File: src/rtl/mod_vumeter_ballistics.sv
`default_nettype none
// ============================================================================
// Module      : mod_vumeter_ballistics
// Description : VU meter ballistics stage. Instant attack, timed linear bar
//               decay and a peak-hold marker that holds and then falls, all
//               paced by a free-running tick prescaler.
// Revision    : 1.0 - initial release
// ============================================================================
module mod_vumeter_ballistics #(
  parameter int QUANTIZATION_COUNT = 16,
  parameter int TICK_DIV           = 1048576,
  parameter int DECAY_TICKS        = 4,
  parameter int HOLD_TICKS         = 24
) (
  input  logic                                  i_clk,
  input  logic                                  i_rst,
  input  logic [QUANTIZATION_COUNT-1:0]         i_led_amps,
  input  logic                                  i_valid,
  output logic [QUANTIZATION_COUNT-1:0]         o_led_bar,
  output logic [QUANTIZATION_COUNT-1:0]         o_peak_led,
  output logic [$clog2(QUANTIZATION_COUNT+1)-1:0] o_level
);

  localparam int LW = $clog2(QUANTIZATION_COUNT + 1);
  localparam int PW = (TICK_DIV > 1) ? $clog2(TICK_DIV) : 1;
  localparam int DW = (DECAY_TICKS > 1) ? $clog2(DECAY_TICKS) : 1;
  localparam int HW = (HOLD_TICKS > 0) ? $clog2(HOLD_TICKS + 1) : 1;

  localparam logic [PW-1:0] PRE_MAX   = PW'(TICK_DIV - 1);
  localparam logic [DW-1:0] DEC_MAX   = DW'(DECAY_TICKS - 1);
  localparam logic [HW-1:0] HOLD_INIT = HW'(HOLD_TICKS);
  localparam logic [LW-1:0] LVL_ONE   = LW'(1);

  typedef enum logic [1:0] {
    IDLE = 2'd0,
    HOLD = 2'd1,
    FALL = 2'd2
  } peak_state_t;

  logic [PW-1:0] prescaler;
  logic          tick;
  logic [LW-1:0] inst;

  logic [LW-1:0] bar_level, bar_next;
  logic [DW-1:0] bar_cnt, bar_cnt_next;

  peak_state_t   state, state_next;
  logic [LW-1:0] peak_level, peak_next;
  logic [HW-1:0] hold_cnt, hold_next;
  logic [DW-1:0] fall_cnt, fall_next;

  logic [QUANTIZATION_COUNT-1:0] bar_vec_next;
  logic [QUANTIZATION_COUNT-1:0] peak_vec_next;

  assign tick    = (prescaler == PRE_MAX);
  assign o_level = bar_level;

  // Instantaneous level: position of the highest set bit, plus one.
  always_comb begin
    inst = '0;
    for (int i = 0; i < QUANTIZATION_COUNT; i++) begin
      if (i_led_amps[i]) begin
        inst = LW'(i + 1);
      end
    end
  end

  // Bar: attack wins over a same-cycle tick; otherwise decay one segment per DECAY_TICKS ticks.
  always_comb begin
    bar_next     = bar_level;
    bar_cnt_next = bar_cnt;
    if (i_valid && (inst >= bar_level)) begin
      bar_next     = inst;
      bar_cnt_next = '0;
    end else if (bar_level == '0) begin
      bar_cnt_next = '0;
    end else if (tick) begin
      if (bar_cnt == DEC_MAX) begin
        bar_next     = bar_level - LVL_ONE;
        bar_cnt_next = '0;
      end else begin
        bar_cnt_next = bar_cnt + DW'(1);
      end
    end
  end

  // Peak FSM next state: capture on qualifying sample, hold, then fall back onto the bar.
  always_comb begin
    state_next = state;
    peak_next  = peak_level;
    hold_next  = hold_cnt;
    fall_next  = fall_cnt;
    if (i_valid && (inst != '0) && (inst >= peak_level)) begin
      peak_next  = inst;
      hold_next  = HOLD_INIT;
      fall_next  = '0;
      state_next = HOLD;
    end else if (tick) begin
      case (state)
        HOLD: begin
          if (hold_cnt != '0) begin
            hold_next = hold_cnt - HW'(1);
          end else begin
            state_next = FALL;
            fall_next  = '0;
          end
        end
        FALL: begin
          if (fall_cnt == DEC_MAX) begin
            fall_next = '0;
            // Landing on the bar: the marker never goes below it.
            if ((peak_level <= bar_level) || ((peak_level - LVL_ONE) <= bar_level)) begin
              peak_next  = bar_level;
              hold_next  = '0;
              state_next = (bar_level == '0) ? IDLE : HOLD;
            end else begin
              peak_next = peak_level - LVL_ONE;
            end
          end else begin
            fall_next = fall_cnt + DW'(1);
          end
        end
        default: begin
          state_next = IDLE;
          peak_next  = '0;
        end
      endcase
    end
  end

  // Output decode of the next levels so the LED vectors are registered alongside the levels.
  for (genvar i = 0; i < QUANTIZATION_COUNT; i++) begin : g_decode
    assign bar_vec_next[i]  = (LW'(i) < bar_next);
    assign peak_vec_next[i] = (peak_next == LW'(i + 1));
  end

  // State registers with asynchronous clear.
  always_ff @(posedge i_clk or posedge i_rst) begin
    if (i_rst) begin
      prescaler  <= '0;
      bar_level  <= '0;
      bar_cnt    <= '0;
      state      <= IDLE;
      peak_level <= '0;
      hold_cnt   <= '0;
      fall_cnt   <= '0;
      o_led_bar  <= '0;
      o_peak_led <= '0;
    end else begin
      prescaler  <= tick ? '0 : (prescaler + PW'(1));
      bar_level  <= bar_next;
      bar_cnt    <= bar_cnt_next;
      state      <= state_next;
      peak_level <= peak_next;
      hold_cnt   <= hold_next;
      fall_cnt   <= fall_next;
      o_led_bar  <= bar_vec_next;
      o_peak_led <= peak_vec_next;
    end
  end

endmodule
`default_nettype wire
File: config.mk
export PLATFORM = sky130hd
export DESIGN_NAME = mod_vumeter_ballistics
export DESIGN_NICKNAME = d
export VERILOG_FILES = /design/src/rtl/mod_vumeter_ballistics.sv
export SDC_FILE = /design/constraint.sdc
export NUM_CORES = 1
export LEC_CHECK = 0
export ABC_AREA = 1
export BUFFER_PORTS_ARGS = -buffer_cell sky130_fd_sc_hd__buf_4
export CORE_MARGIN = 3
export CORE_UTILIZATION = 56
export CTS_CLUSTER_SIZE = 8
export DETAILED_ROUTE_END_ITERATION = 16
export HOLD_SLACK_MARGIN = 0.08
export PLACE_DENSITY = 0.89
export SYNTH_ARGS = -nofsm -noshare
export SYNTH_HDL_FRONTEND = slang
export SYNTH_SLANG_ARGS = --single-unit
File: constraint.sdc
create_clock -name i_clk -period 7.99 [get_ports i_clk]
set_input_delay 0.799 -clock i_clk [delete_from_list [all_inputs] [get_ports i_clk]]
set_output_delay 0.799 -clock i_clk [all_outputs]
set_load 0.03 [all_outputs]
# After elaboration in Yosys (flattened, before gate mapping)
# Index checks and enable logic that the tools add are counted.
dict set report classes {
  n_eq_ne 25
  n_reduce_logical 13
  addsub 6
  bitwise 0
  multipliers 0
  shifts 0
  div_mod_pow 0
  order_cmp 20
  n_mux 48
}
# cell n
set op_table {}
lappend op_table {{$mux 5} 28}
lappend op_table {{$eq 5x4->1 const B} 8}
lappend op_table {{$lt 4x5->1 const A} 8}
lappend op_table {{$mux 2} 13}
lappend op_table {{$add 20x1->20 const B} 1}
lappend op_table {{$eq 20x20->1 const B} 1}
lappend op_table {{$eq 5x3->1 const B} 4}
lappend op_table {{$lt 3x5->1 const A} 4}
lappend op_table {{$mux 20} 1}
lappend op_table {{$pmux 5 s2} 2}
lappend op_table {{$sub 5x1->5 const B} 3}
lappend op_table {{$ne 3x3->1 const B} 4}
lappend op_table {{$eq 5x2->1 const B} 2}
lappend op_table {{$ge 5x5->1} 2}
lappend op_table {{$le 5x5->1} 2}
lappend op_table {{$lt 1x5->1 const A} 2}
lappend op_table {{$lt 2x5->1 const A} 2}
lappend op_table {{$reduce_bool 5->1} 2}
lappend op_table {{$pmux 2 s2} 2}
lappend op_table {{$eq 2x2->1 const B} 3}
lappend op_table {{$reduce_bool 3->1} 2}
lappend op_table {{$eq 5x1->1 const B} 1}
lappend op_table {{$eq 5x5->1 const B} 1}
lappend op_table {{$logic_not 5->1} 1}
lappend op_table {{9 further kinds} 13}
dict set report word_totals {
  memories 0
  out_inout_bits 37
  inputBits 19
  ram_bits 0
  wordCells 121
  reg_bits 73
  latchBits 0
  mem_bits_ro 0
}

# Depth between registers and ports, before layout
dict set report depth {
  depth_word 21
  ltp_mapped 33
  ltp_nobuf 33
}

# Worst setup path after synthesis
# OpenSTA, ideal clock, no wires.
dict set report synth_timing {
  path_kind {input to register}
  startpoint {input port i_led_amps[1]}
  endpoint {register o_peak_led[0]}
  setup_time_ps 73
  required_time_ps 7917
  n_path_buf 0
  path_slack_ps 4682
  arrival_time_ps 3235
  stages 29
  path_cell_list {inv_1 nand2_1 nand2_1 nand2_1 nand2_1 nand2_1 nand2_1 nand2_1 nand2_1 nand2_1 nand2_1 nand2_1 nand2_1 nand2_1 nand2_1 nand2_1 ha_1 o21a_1 o21a_1 o21ai_0 nand2_1 a21oi_1 nor2_1 nand3_2 nand2_2 nand2_1 nand2_1 nand3_1 nor2_1}
}
dict set report synth_between {
  elab_chain_len 20
  word_cells_on_any_way 21
  cone_classes {order compare (1); eq/ne (1); mux (16); reduce/logical (3)}
}
# item line_no
set synth_rtl {}
lappend synth_rtl {{start: declaration} 17} ;# input logic [QUANTIZATION_COUNT-1:0] i_led_amps,
lappend synth_rtl {{$mux 5 * (15 in a row)} 62} ;# if (i_led_amps[i]) begin
lappend synth_rtl {{parallel branches: the longest is 3 deep, another holds $ge 5x5->1} n/a}
lappend synth_rtl {{$mux 5 *} 93} ;# if (i_valid && (inst != '0) && (inst >= peak_level)) begin
lappend synth_rtl {{$eq 5x1->1 *} 134} ;# assign peak_vec_next[i] = (peak_next == LW'(i + 1));
lappend synth_rtl {{net peak_vec_next[0]} 53} ;# logic [QUANTIZATION_COUNT-1:0] peak_vec_next;
lappend synth_rtl {{end signal: assignment} 158} ;# o_peak_led <= peak_vec_next;
lappend synth_rtl {{end: declaration} 20} ;# output logic [QUANTIZATION_COUNT-1:0] o_peak_led,
# Mark *: on every way through the listed nets, which the timed path passes.
# A chain may end at the register's enable or synchronous reset.

# Worst setup path in the final report
dict set report layout_timing {
  startpoint {input port i_led_amps[1]}
  endpoint {register o_led_bar[14]}
}
dict set report layout_between {
  elab_chain_len 19
}
# item line_no
set layout_rtl {}
lappend layout_rtl {{$mux 5 (15 in a row)} 62}
lappend layout_rtl {{$ge 5x5->1} 72} ;# if (i_valid && (inst >= bar_level)) begin
lappend layout_rtl {{$logic_and 1x1->1} 72}
lappend layout_rtl {{$mux 5} 72}
lappend layout_rtl {{net bar_next[2]} 44} ;# logic [LW-1:0] bar_level, bar_next;
lappend layout_rtl {{$lt 4x5->1} 133} ;# assign bar_vec_next[i] = (LW'(i) < bar_next);
lappend layout_rtl {{net bar_vec_next[14]} 52} ;# logic [QUANTIZATION_COUNT-1:0] bar_vec_next;
lappend layout_rtl {{end signal: assignment} 157} ;# o_led_bar <= bar_vec_next;
lappend layout_rtl {{end: declaration} 19} ;# output logic [QUANTIZATION_COUNT-1:0] o_led_bar,
# The timed path passes the listed nets, and every way through them passes these cells.

==> results.yml <==
sta:
  finalHoldViolCount: 0
  timing.fmax_mhz: 273
  min_period_ns: 3.66
  timing.final.crit_share: 0.459
  final.setup.tns_ns: 0
  finalClockSkew_ns: 0.00977
  slew_violations: 0
  worst_pin_slew_ns: 0.880
  worst_slack_ns: 4.33
  rsz0062_at_grt: "no"
  finalSetupViolCount: 0
  relSlewSlack: 0.414
pwr:
  switching_power_w: 0.000740
  clkPwrFrac: 0.205
  combPwrFrac: 0.506
  peakVddDrop_uv: 218
  p_int_w: 0.000908
  leakagePower_nw: 2.61
  finalPower_w: 0.00165
  switching_share: 0.449
  powerDensity_nw_per_um2: 328
  seq_power_share: 0.290
drt:
  dr.pass1.iters: 5
  drc: 0
  ant_nets: 0
  vias: 3841
  totalWireLength_mm: 9.63
  drt-vias-per-instance: 5.46
  drtIter0Drc: 290
  avgRoutedWirePerCell_um: 13.7
critical_path:
  cp_data_arrival_time_ns: 3.95
  critPathKind: "in2reg"
  cp_common_cell: "nand2_1"
  slowest_stage: "nor2_1"
  endpoint_kind: "register"
  startpoint_type: "input port"
  worstPathRequired_ns: 8.28
  critPathMaxFanout: 6
  critical-path-max-stage-delay_ns: 0.29
synthesis:
  ys_warn_count: 0
  syn_area_per_cell_sq_um: 7.96
  async_reset_ff_frac: 1.00
  yosysUniqueCellTypes: 43
  synth_area_leaders: "dfrtp_1 42%, nand2_1 11%, ha_1 8.7%"
  ys_ff_latch: 72
  syn_nets: 588
  synth_edf_count: 0
  ys_seq_area_frac: 0.420
  synth_area_sq_um: 4290
  ys.flop_type: "dfrtp_1"
  syn-instance-count: 539
  synth_top_area_share: 0.420
  yosys.area.top_type: "dfrtp_1"
grt:
  grt_use_met3: 0.0451
  grt_use_met2: 0.417
  first_global_vias: 3749
  grt-busiest-layer: "met2"
  grt_max_degree: 73
  grt_pass1_wl_mm: 16.6
  grtUsageMet1: 0.277
  grtUsageTotal: 0.235
  antenna_found_initial: 0
  overflow: 0
cells_and_area:
  final_common_cell: "nand2_1"
  final_cell_mix: "124 x nand2_1, 79 x inv_1, 72 x dfrtp_1"
  drive_above_1_share: 0.167
  num-nets-final: 650
  area_growth_pct: 17.3
  fin_area_sq_um: 5030
  diodes: 0
floorplanning:
  die_area_sq_um: 8750
  io_pins: 56
  coreArea_sq_um: 7330
  num_rows: 31
  initial_core_util: 0.585
  die_width_um: 93.5
  fp.dieH_um: 93.5
cts:
  htree_levels: 3
  numCtsBuffers: 9
  cts-root-buf: "clkbuf_8"
  clk_pin_slew_ns: 0.07
  postCtsResizedCells: 0
  cts_tree: "done"
  clkLatencyLatePin_ns: 0.35
  cts_setup_buffers: 0
  clock_sinks: 72
  hold_buffers: 0
  clock_path_buffers: 2
run_status:
  status: "finished, final reports clean"
placed_design:
  place_ws_ns: 4.01
  place_area_sq_um: 4800
  gp_congestion: 0.927
  place_hpwl_mm: 7.30
  port_buffers: 55
flow_run:
  maxCapViolCount: 0
hold_path:
  hp-class: "reg2reg"
==> flip-flops by register name, indices dropped and copies added (netlist names) <==
| signal | count |
|---|---|
| o_level | 5 |
| peak_level | 5 |
| fall_cnt | 2 |
| hold_cnt | 5 |
| bar_cnt | 2 |
| o_led_bar | 15 |
| o_peak_led | 16 |
| prescaler | 20 |
| state | 2 |
==> path summary, 6_finish.rpt <==
kind	start	end	slack, ns	cells after the start
max	i_led_amps[1]	o_led_bar[14]	4.33	33
min	prescaler[0]	prescaler[0]	0.48	1
max reg2reg	peak_level[0]	o_peak_led[8]	4.52	18
min reg2reg	prescaler[0]	prescaler[0]	0.48	1
max in group asynchronous	i_rst	o_peak_led[10]	6.71	3
min in group asynchronous	i_rst	prescaler[3]	0.71	3
==> logic make-up after synthesis <==
kind of cell / share of synthesized area
AO/OA/AOI/OAI: 0.0962
XOR/XNOR: 0.0347
adder cells (fa/ha/maj): 0.0875
buffers and inverters: 0.0828
flip-flops: 0.420
AND/OR/NAND/NOR: 0.279
==> cells in the mapped netlist (2+ instances only) <==
master / instances
nand3_1: 35
nor2_1: 55
buf_4: 2
ha_1: 30
a221oi_1: 2
or2_1: 2
o21ai_0: 18
inv_1: 80
o21a_1: 4
xor2_1: 10
nand3_2: 5
nor2_2: 2
nor4_1: 3
o21ai_1: 10
nand2_2: 9
nor3_1: 3
xnor2_1: 7
nand4_1: 10
a31oi_1: 3
nor2_4: 4
inv_2: 3
a21oi_1: 25
dfrtp_1: 72
nand2_1: 124
o211ai_1: 3
==> layout make-up <==
class / count / area, sq um
fill: 562 / 2300
multi-input combinational: 377 / 2130
sequential: 72 / 1800
timing repair buffer: 56 / 420
inverter: 85 / 320
clock buffer: 10 / 128
tap: 99 / 124
clock inverter: 5 / 106
==> per-stage QoR <==
| step | std cells | utilization | hold slack, ns |
|---|---|---|---|
| final | 704 | 0.687 | 0.476 |
| after global routing | 704 | 0.687 | 0.480 |
| after CTS | 704 | 0.687 | 0.469 |
| after detailed placement | 689 | 0.655 | 0.454 |
| after global placement | 689 | 0.655 | 0.447 |
| after floorplan | 539 | - | 0.430 |
==> power groups by stage <==
stage	sequential (W)	combinational, W	clock, W
final	0.000478	0.000833	0.000337
after global placement	0.000482	0.000783	0
after floorplan	0.000575	0.000490	0
after global routing	0.000483	0.000924	0.000357
after detailed placement	0.000483	0.000814	0
after CTS	0.000476	0.000825	0.000342
==> critical path: cells and delay by family <==
family | cells | cell delay (ns)
buf+inv | 4 | 0.34
simple gates | 22 | 1.68
compound gates | 6 | 0.84
fa+ha+maj | 1 | 0.28
==> per-layer routing <==
metal,routed length (um),part of all wire
met4,258,0.027
met5,0,0
met2,4950,0.51
met3,503,0.052
met1,3910,0.41
Power figures use the tool's default switching activity.
